[src/rtl/vec_pkg.sv]
// Shared FSM state type and width helper for the vec_acc vector accumulator.
package vec_pkg;

  typedef enum logic [1:0] {
    ACC   = 2'd0,
    FLUSH = 2'd1,
    OUT   = 2'd2
  } state_e;

  // A beat sum of vector_len elements of bw_i bits can never overflow this width.
  function automatic int sum_width(input int bw_i, input int vector_len);
    return bw_i + $clog2(vector_len);
  endfunction

endpackage

[src/rtl/vec_sum_tree.sv]
// Combinational balanced adder tree reducing one beat of signed elements to a single sum.
module vec_sum_tree
  import vec_pkg::*;
#(
  parameter int BW_I       = 32,
  parameter int VECTOR_LEN = 13,
  parameter int BW_S       = sum_width(BW_I, VECTOR_LEN)
) (
  input  logic        [VECTOR_LEN*BW_I-1:0] data_i,
  output logic signed [BW_S-1:0]            sum_o
);

  localparam int LEVELS = $clog2(VECTOR_LEN);
  localparam int LEAVES = 1 << LEVELS;

  // Level 0 holds the sign-extended elements padded with zeros to a power of two.
  for (genvar l = 0; l <= LEVELS; l++) begin : g_lvl
    logic signed [BW_S-1:0] s [LEAVES >> l];
    for (genvar k = 0; k < (LEAVES >> l); k++) begin : g_node
      if (l == 0) begin : g_leaf
        if (k < VECTOR_LEN) begin : g_elem
          assign s[k] = BW_S'($signed(data_i[k*BW_I +: BW_I]));
        end else begin : g_pad
          assign s[k] = '0;
        end
      end else begin : g_add
        assign s[k] = g_lvl[l-1].s[2*k] + g_lvl[l-1].s[2*k+1];
      end
    end
  end

  assign sum_o = g_lvl[LEVELS].s[0];

endmodule

[src/rtl/vec_acc.sv]
// Two-stage frame accumulator: registered beat sum, then BW_O accumulator with sticky overflow.
// Define VEC_ACC_SAT_EN to clamp each accumulator update instead of wrapping.
module vec_acc
  import vec_pkg::*;
#(
  parameter int BW_I       = 32,
  parameter int BW_O       = 32,
  parameter int VECTOR_LEN = 13,
  parameter int BW_CNT     = 16
) (
  input  logic                       clk_i,
  input  logic                       rst_ni,
  input  logic [VECTOR_LEN*BW_I-1:0] data_i,
  input  logic                       valid_i,
  input  logic                       last_i,
  output logic                       ready_o,
  output logic [BW_O-1:0]            data_o,
  output logic [BW_CNT-1:0]          beat_cnt_o,
  output logic                       overflow_o,
  output logic                       valid_o,
  input  logic                       ready_i
);

  localparam int BW_S = sum_width(BW_I, VECTOR_LEN);
  localparam int BW_X = ((BW_O > BW_S) ? BW_O : BW_S) + 1;

`ifdef VEC_ACC_SAT_EN
  localparam logic signed [BW_O-1:0] SAT_MAX = {1'b0, {(BW_O-1){1'b1}}};
  localparam logic signed [BW_O-1:0] SAT_MIN = {1'b1, {(BW_O-1){1'b0}}};
`endif

  state_e                 state_q, state_d;
  logic signed [BW_S-1:0] sum_c, s1_q, s1_d;
  logic                   s1_vld_q, s1_vld_d;
  logic signed [BW_O-1:0] acc_q, acc_d;
  logic [BW_CNT-1:0]      cnt_q, cnt_d;
  logic                   ovf_q, ovf_d;
  logic signed [BW_X-1:0] exact;
  logic signed [BW_O-1:0] wrapped;
  logic                   ovf_now, accept, out_done;

  vec_sum_tree #(
    .BW_I      (BW_I),
    .VECTOR_LEN(VECTOR_LEN),
    .BW_S      (BW_S)
  ) u_sum_tree (
    .data_i(data_i),
    .sum_o (sum_c)
  );

  assign ready_o  = (state_q == ACC);
  assign valid_o  = (state_q == OUT);
  assign accept   = valid_i && ready_o;
  assign out_done = valid_o && ready_i;

  // Exact sum is one bit wider than either operand, so range checks are lossless.
  assign exact   = BW_X'(acc_q) + BW_X'(s1_q);
  assign wrapped = exact[BW_O-1:0];
  assign ovf_now = s1_vld_q && (exact != BW_X'(wrapped));

  always_comb begin
    state_d = state_q;
    case (state_q)
      ACC:     if (valid_i && last_i) state_d = FLUSH;
      FLUSH:   state_d = OUT;
      OUT:     if (ready_i) state_d = ACC;
      default: state_d = ACC;
    endcase
  end

  always_comb begin
    s1_d     = s1_q;
    s1_vld_d = accept;
    acc_d    = acc_q;
    cnt_d    = cnt_q;
    ovf_d    = ovf_q;
    if (accept) begin
      s1_d = sum_c;
      if (cnt_q != '1) cnt_d = cnt_q + BW_CNT'(1);
    end
    if (s1_vld_q) begin
`ifdef VEC_ACC_SAT_EN
      if (ovf_now) acc_d = exact[BW_X-1] ? SAT_MIN : SAT_MAX;
      else         acc_d = wrapped;
`else
      acc_d = wrapped;
`endif
      ovf_d = ovf_q | ovf_now;
    end
    // The pipeline is empty in OUT, so clearing cannot drop a pending beat.
    if (out_done) begin
      acc_d = '0;
      cnt_d = '0;
      ovf_d = 1'b0;
    end
  end

  always_ff @(posedge clk_i or negedge rst_ni) begin
    if (!rst_ni) begin
      state_q  <= ACC;
      s1_q     <= '0;
      s1_vld_q <= 1'b0;
      acc_q    <= '0;
      cnt_q    <= '0;
      ovf_q    <= 1'b0;
    end else begin
      state_q  <= state_d;
      s1_q     <= s1_d;
      s1_vld_q <= s1_vld_d;
      acc_q    <= acc_d;
      cnt_q    <= cnt_d;
      ovf_q    <= ovf_d;
    end
  end

  assign data_o     = acc_q;
  assign beat_cnt_o = cnt_q;
  assign overflow_o = ovf_q;

endmodule

[config.mk]
export PLATFORM = sky130hd
export DESIGN_NAME = vec_acc
export DESIGN_NICKNAME = d
export VERILOG_FILES = /design/src/rtl/vec_pkg.sv /design/src/rtl/vec_sum_tree.sv /design/src/rtl/vec_acc.sv
export SDC_FILE = /design/constraint.sdc
export NUM_CORES = 1
export LEC_CHECK = 0
export ABC_CLOCK_PERIOD_IN_PS = 8400
export CAP_MARGIN = 20
export CORE_UTILIZATION = 40
export CTS_CLUSTER_SIZE = 14
export DETAILED_ROUTE_END_ITERATION = 12
export PLACE_DENSITY_LB_ADDON = 0.15
export SYNTH_ARGS = -nofsm -noshare
export SYNTH_HDL_FRONTEND = slang
export SYNTH_SLANG_ARGS = --single-unit
export TNS_END_PERCENT = 20
[constraint.sdc]
create_clock -name clk_i -period 8.4 [get_ports clk_i]
set_input_delay 1.26 -clock clk_i [delete_from_list [all_inputs] [get_ports clk_i]]
set_output_delay 1.26 -clock clk_i [all_outputs]
set_load 0.1 [all_outputs]
# [Yosys cells after proc, flatten, opt, wreduce, memory -nomap -nowiden]
# Cells that the tools add are included.
[op_classes] n_shift=0 order_cmp=0 mux=10 add_sub_neg=14 eq_ne=6 div_mod_pow=0 bitwise=1 n_mul=0 n_reduce_logical=10
[op_table] operator="adder 32 x 32 -> 33 bit" count=6
[op_table] operator="adder 36 bit" count=5
[op_table] operator="two-way mux 32 bit" count=2
[op_table] operator="two-way mux 16 bit" count=3
[op_table] operator="adder 32 x 36 -> 37 bit" count=1
[op_table] operator="adder 36 x 32 -> 36 bit" count=1
[op_table] operator="adder 16 x 1 -> 16 bit (second input constant)" count=1
[op_table] operator="!= test 16 bit (second input constant)" count=1
[op_table] operator="one-hot mux 2 bit (3 select lines)" count=1
[op_table] operator="nonzero test 2 bit" count=3
[op_table] operator="!= test 5 x 1 -> 1 bit" count=1
[op_table] operator="logical AND 1 bit" count=4
[op_table] operator="two-way mux 2 bit" count=2
[op_table] operator="!= test 2 x 1 -> 1 bit (second input constant)" count=2
[op_table] operator="AND reduction 2 bit" count=2
[op_table] operator="== test 2 x 1 -> 1 bit (second input constant)" count=1
[op_table] operator="== test 2 bit (second input constant)" count=1
[op_table] operator="logical NOT 2 bit" count=1
[op_table] operator="two-way mux 1 bit" count=2
[op_table] operator="bitwise OR 1 bit" count=1
[word_totals] n_memories=0 ram_bits=0 output_inout_bits=51 latchBits=0 rom_bits=0 input_bits=421 elab_cells=47 register_bits=88

# [Depth between registers and ports, before layout]
[logic_depth] ltp_word=6 ltp_mapped=30 depth_no_buf=30

# [Modules after synthesis]
# A second synthesis with hierarchy kept.
[hier_totals] cells_unflattened=1993 hier_area_um2=18435.2
[modules_own_cells] mod="vec_sum_tree" n_inst=1 seq_area_each_um2=0.0 area_each_um2=12712.2 cells_each=1428
[modules_own_cells] mod="vec_acc" n_inst=1 seq_area_each_um2=2202.1 area_each_um2=5723.0 cells_each=565

# [Worst setup path after synthesis]
# No wires, ideal clock.
[synth_timing] path_kind="input to register" startpoint="in data_i[320]" endpoint="reg s1_q[35]" setup_ns=0.076 slack_ns=0.559 n_path_buf=0 cell_stages=29 arrival_time_ns=7.764 t_required_ns=8.324 cell_sequence="ha_1 > inv_1 > fa_1 > nor2b_1 > o21ai_0 > a21boi_0 > o211a_1 > or2_2 > a21oi_1 > o21bai_1 > a21oi_1 > xnor2_1 > fa_1 > fa_1 > fa_1 > inv_1 > fa_1 > inv_1 > ha_1 > and2_4 > a221o_1 > a21o_1 > a221oi_1 > o311ai_1 > a21o_1 > a41o_1 > o41ai_4 > xnor3_1 > o21ai_1"
[synth_via] elab_chain_cells=4
[synth_rtl] item="start: declaration" line_no="vec_acc.sv:13" rtl="input logic [VECTOR_LEN*BW_I-1:0] data_i,"
[synth_rtl] item="adder 32 x 32 -> 33 bit" line_no="vec_sum_tree.sv:27" rtl="assign s[k] = g_lvl[l-1].s[2*k] + g_lvl[l-1].s[2*k+1];"
[synth_rtl] item="adder 36 bit" line_no="vec_sum_tree.sv:27"
[synth_rtl] item="adder 36 x 32 -> 36 bit" line_no="vec_sum_tree.sv:27"
[synth_rtl] item="adder 36 bit" line_no="vec_sum_tree.sv:27"
[synth_rtl] item="end signal: assignment" line_no="vec_acc.sv:101" rtl="s1_q <= '0;"
[synth_rtl] item="end signal: assignment" line_no="vec_acc.sv:108" rtl="s1_q <= s1_d;"
[synth_rtl] item="end: declaration" line_no="vec_acc.sv:33" rtl="logic signed [BW_S-1:0] sum_c, s1_q, s1_d;"
# No other way between the ends.
# A chain may end at the register's enable or synchronous reset.

# [Worst setup path in the final report]
[layout_timing] startpoint="in data_i[321]" endpoint="reg s1_q[35]"
# Same word-level chain as after synthesis.

==> flow_summary_export.csv <==
group,metric,value,unit
die,dieArea,50620,um^2
logic_synthesis,synth.top_cells.by_count,"ha_1, a21oi_1, inv_1",
cts,cts_buffers,9,
grt,grtUsageMet2,47.53,%
logic_synthesis,yosysWarnings,0,
sta,hold_viol,0,
final_layout,multiInputGateArea,17110,um^2
setup_path,cp-start-kind,"primary input",
die,die_w,225.0,um
place,dpl_worst_slack,-0.6257,ns
logic_synthesis,synth_largest_area_cell,"fa_1",
logic_synthesis,ys_seq_elements,88,
grt,grt_pass1_wl,107100,um
grt,antenna_found_initial,9,
setup_path,arrival,8.44,ns
sta,finalMaxSlewViolations,0,
setup_path,cpMaxStageDelayCell,"fa_1",
sta,fin_skew,0.008102,ns
logic_synthesis,synth_most_common_cell,"ha_1",
drt,first_iter_violations,1153,
die,row_count,81,
cts,holdBufCountCts,0,
sta,worst_slew_pin_slew,1.053,ns
setup_path,reg2reg_to,"overflow_o$_DFFE_PN0P_",
logic_synthesis,async_flop_share,100.0,%
setup_path,r2r_cells,12,
setup_path,cp.required,8.65,ns
sta,fmax,122.2,MHz
cts,clk_path_buf_depth,2,
place,gp_congestion,0.9464,
drt,wl_per_cell,18.91,um
final_layout,fillers,4487,
sta,setup_ws,0.2148,ns
sta,rsz0062_at_grt,"yes",
setup_path,cp-endpoint,"s1_q[35]$_DFFE_PN0P_",
setup_path,worstReg2RegStart,"data_o[0]$_DFFE_PN0P_",
run,max_cap_violations,0,
sta,fin_crit,8.185,ns
grt,busiest_layer,"met2",
setup_path,path_class,"in2reg",
sta,hold_ws,0.4801,ns
place,portBuffers,471,
drt,viasPerCell,5.367,
die,initial_core_util,40.63,%
cts,clkTransAtPathRegs,0.06,ns
logic_synthesis,synth.cell_area,19890,um^2
logic_synthesis,synth_top_area_share,17.51,%
grt,grt.overflow.total,0,
logic_synthesis,synth-seq-area-share,11.07,%
drt,wirelength,70150,um
drt,drc,0,
cts,cts_tree,"built",
setup_path,worstSetupStartpoint,"data_i[321]",
final_layout,drive_gt1_share,10.86,%
place,hpwl,63180,um
final_layout,nets,3895,
cts,root_buffer,"clkbuf_16",
outcome,status,"finished clean",
cts,clk_latency,0.34,ns
drt,vias,19910,
grt,grtUsageMet1,36.19,%
final_layout,register_area,2203,um^2
drt,ant_nets,0,
sta,min_period_over_period,97.44,%
logic_synthesis,synth_ff_type,"dfrtp_1",
grt,grt_pass1_vias,19970,
logic_synthesis,synth_cells,2357,
setup_path,crit_top_cell,"fa_1",
grt,globalRouteMet3Util,2.164,%
setup_path,r2r_slack,4.51,ns
sta,setup_viol,0,
logic_synthesis,avgSynthCellArea,8.438,um^2
sta,slew_headroom,29.57,%
worst_hold_path,min_path_cells,2,
die,io_pins,472,
logic_synthesis,synth_edf_count,0,
grt,grt_max_degree,69,
setup_path,cp-end-kind,"register",
drt,first_pass_iters,5,
logic_synthesis,yosys.cell_types.count,80,
worst_hold_path,hold_path.class,"reg2reg",
cts,ctsHtreeMaxLevel,3,
final_layout,syn2layout_area_growth,39.28,%
logic_synthesis,yosys-top-cells-area,"fa_1, ha_1, dfrtp_1",
die,dieHeight,225.0,um
grt,grt_util_all_layers,27.19,%
die,core_area,48950,um^2
setup_path,cp_max_fo,4,
logic_synthesis,syn-num-nets,3218,
cts,clock-sinks,88,
setup_path,slowest_delay,0.54,ns
[worst min path at each step]
| stage | startpoint | to | slack, ns |
|---|---|---|---|
| 4_1_cts | s1_q[0]$_DFFE_PN0P_ | s1_q[0]$_DFFE_PN0P_ | 0.48 |
| 6_report | s1_q[0]$_DFFE_PN0P_ | s1_q[0]$_DFFE_PN0P_ | 0.48 |
| 5_1_grt | s1_q[34]$_DFFE_PN0P_ | s1_q[34]$_DFFE_PN0P_ | 0.52 |
| 2_1_floorplan | s1_q[26]$_DFFE_PN0P_ | s1_q[26]$_DFFE_PN0P_ | 0.44 |
| 3_3_place_gp | s1_q[7]$_DFFE_PN0P_ | s1_q[7]$_DFFE_PN0P_ | 0.47 |
| 3_5_place_dp | s1_q[0]$_DFFE_PN0P_ | s1_q[0]$_DFFE_PN0P_ | 0.47 |
[flip-flops by register name, indices dropped and copies added, names as in the netlist]
register and count:
s1_q 36, state_q 2, overflow_o 1, beat_cnt_o 16, data_o 32, s1_vld_q 1
[layer usage]
layer | routed length, um | part of all wire [%]
met1 | 31920 | 45
met5 | 27 | 0.038
met4 | 1425 | 2.0
met3 | 3267 | 4.7
met2 | 33520 | 48
[layout by cell type (no fill, tap or decap), types with 8 or more instances in the layout]
cell,instances
a21o_1,104
a211oi_1,24
nand4_1,20
xor2_1,80
dfrtp_1,87
o21a_1,38
nand2b_1,30
nor4_1,9
nand2_1,146
a21oi_2,14
a21oi_1,212
nand3_1,52
o21ai_1,11
o31ai_1,21
nor2b_1,32
inv_1,215
nor3_1,35
o21ai_0,127
o211ai_1,19
clkbuf_16,9
a221oi_1,8
nor2_1,171
or2_2,9
buf_4,225
and3_1,30
clkdlybuf4s50_1,469
o21bai_1,32
xnor2_1,138
a31oi_1,17
ha_1,262
mux2i_1,30
fa_1,170
and2_1,9
or3_1,15
[kinds of logic after synthesis]
kind of cell,synth area share [%]
AO/OA/AOI/OAI,23.96
adder cells (fa/ha/maj),34.25
XOR/XNOR,9.846
flip-flops,11.07
multiplexers,1.787
buffers and inverters,4.630
AND/OR/NAND/NOR,14.45
[through the flow]
step | TNS (ns) | area (um^2) | std cells | utilization [%]
detailed placement | -3.534 | 26980 | 3683 | 55.11
floorplan | 0 | 19890 | 2357 | -
finish | 0 | 27700 | 3710 | 56.59
global route | -0.06076 | 27700 | 3710 | 56.59
CTS | -0.003892 | 27370 | 3699 | 55.92
global placement | -2.603 | 26980 | 3683 | 55.11
[worst max-delay path: cells and delay by family]
family / cells / cell delay (ns)
adders and majority gates: 6 / 2.69
and+or+nand+nor: 4 / 0.44
buffers and inverters: 5 / 0.88
xor gates and xnor gates: 2 / 0.47
AOI/OAI and AO/OA: 13 / 2.68
[area by class of cell]
| type | count | area share [%] |
|---|---|---|
| clock inverters | 4 | 0.2755 |
| flip-flops and latches | 88 | 7.954 |
| inverters | 216 | 2.927 |
| repair buffers | 695 | 23.09 |
| diodes | 7 | 0.06324 |
| well taps | 664 | 2.999 |
| clock buffers | 12 | 0.9260 |
| multi-input cells | 2024 | 61.76 |
[what timing repair did]
| action | CTS | global route |
|---|---|---|
| endpoints found under the setup margin | 5 | 14 |
| setup buffers | 0 | 4 |
| pin swaps | 7 | 37 |
| resized for setup | 11 | 67 |
Power is left out: the tool's default activity adds up to more than one toggle a clock period on the data nets, which glitch-free logic cannot reach.
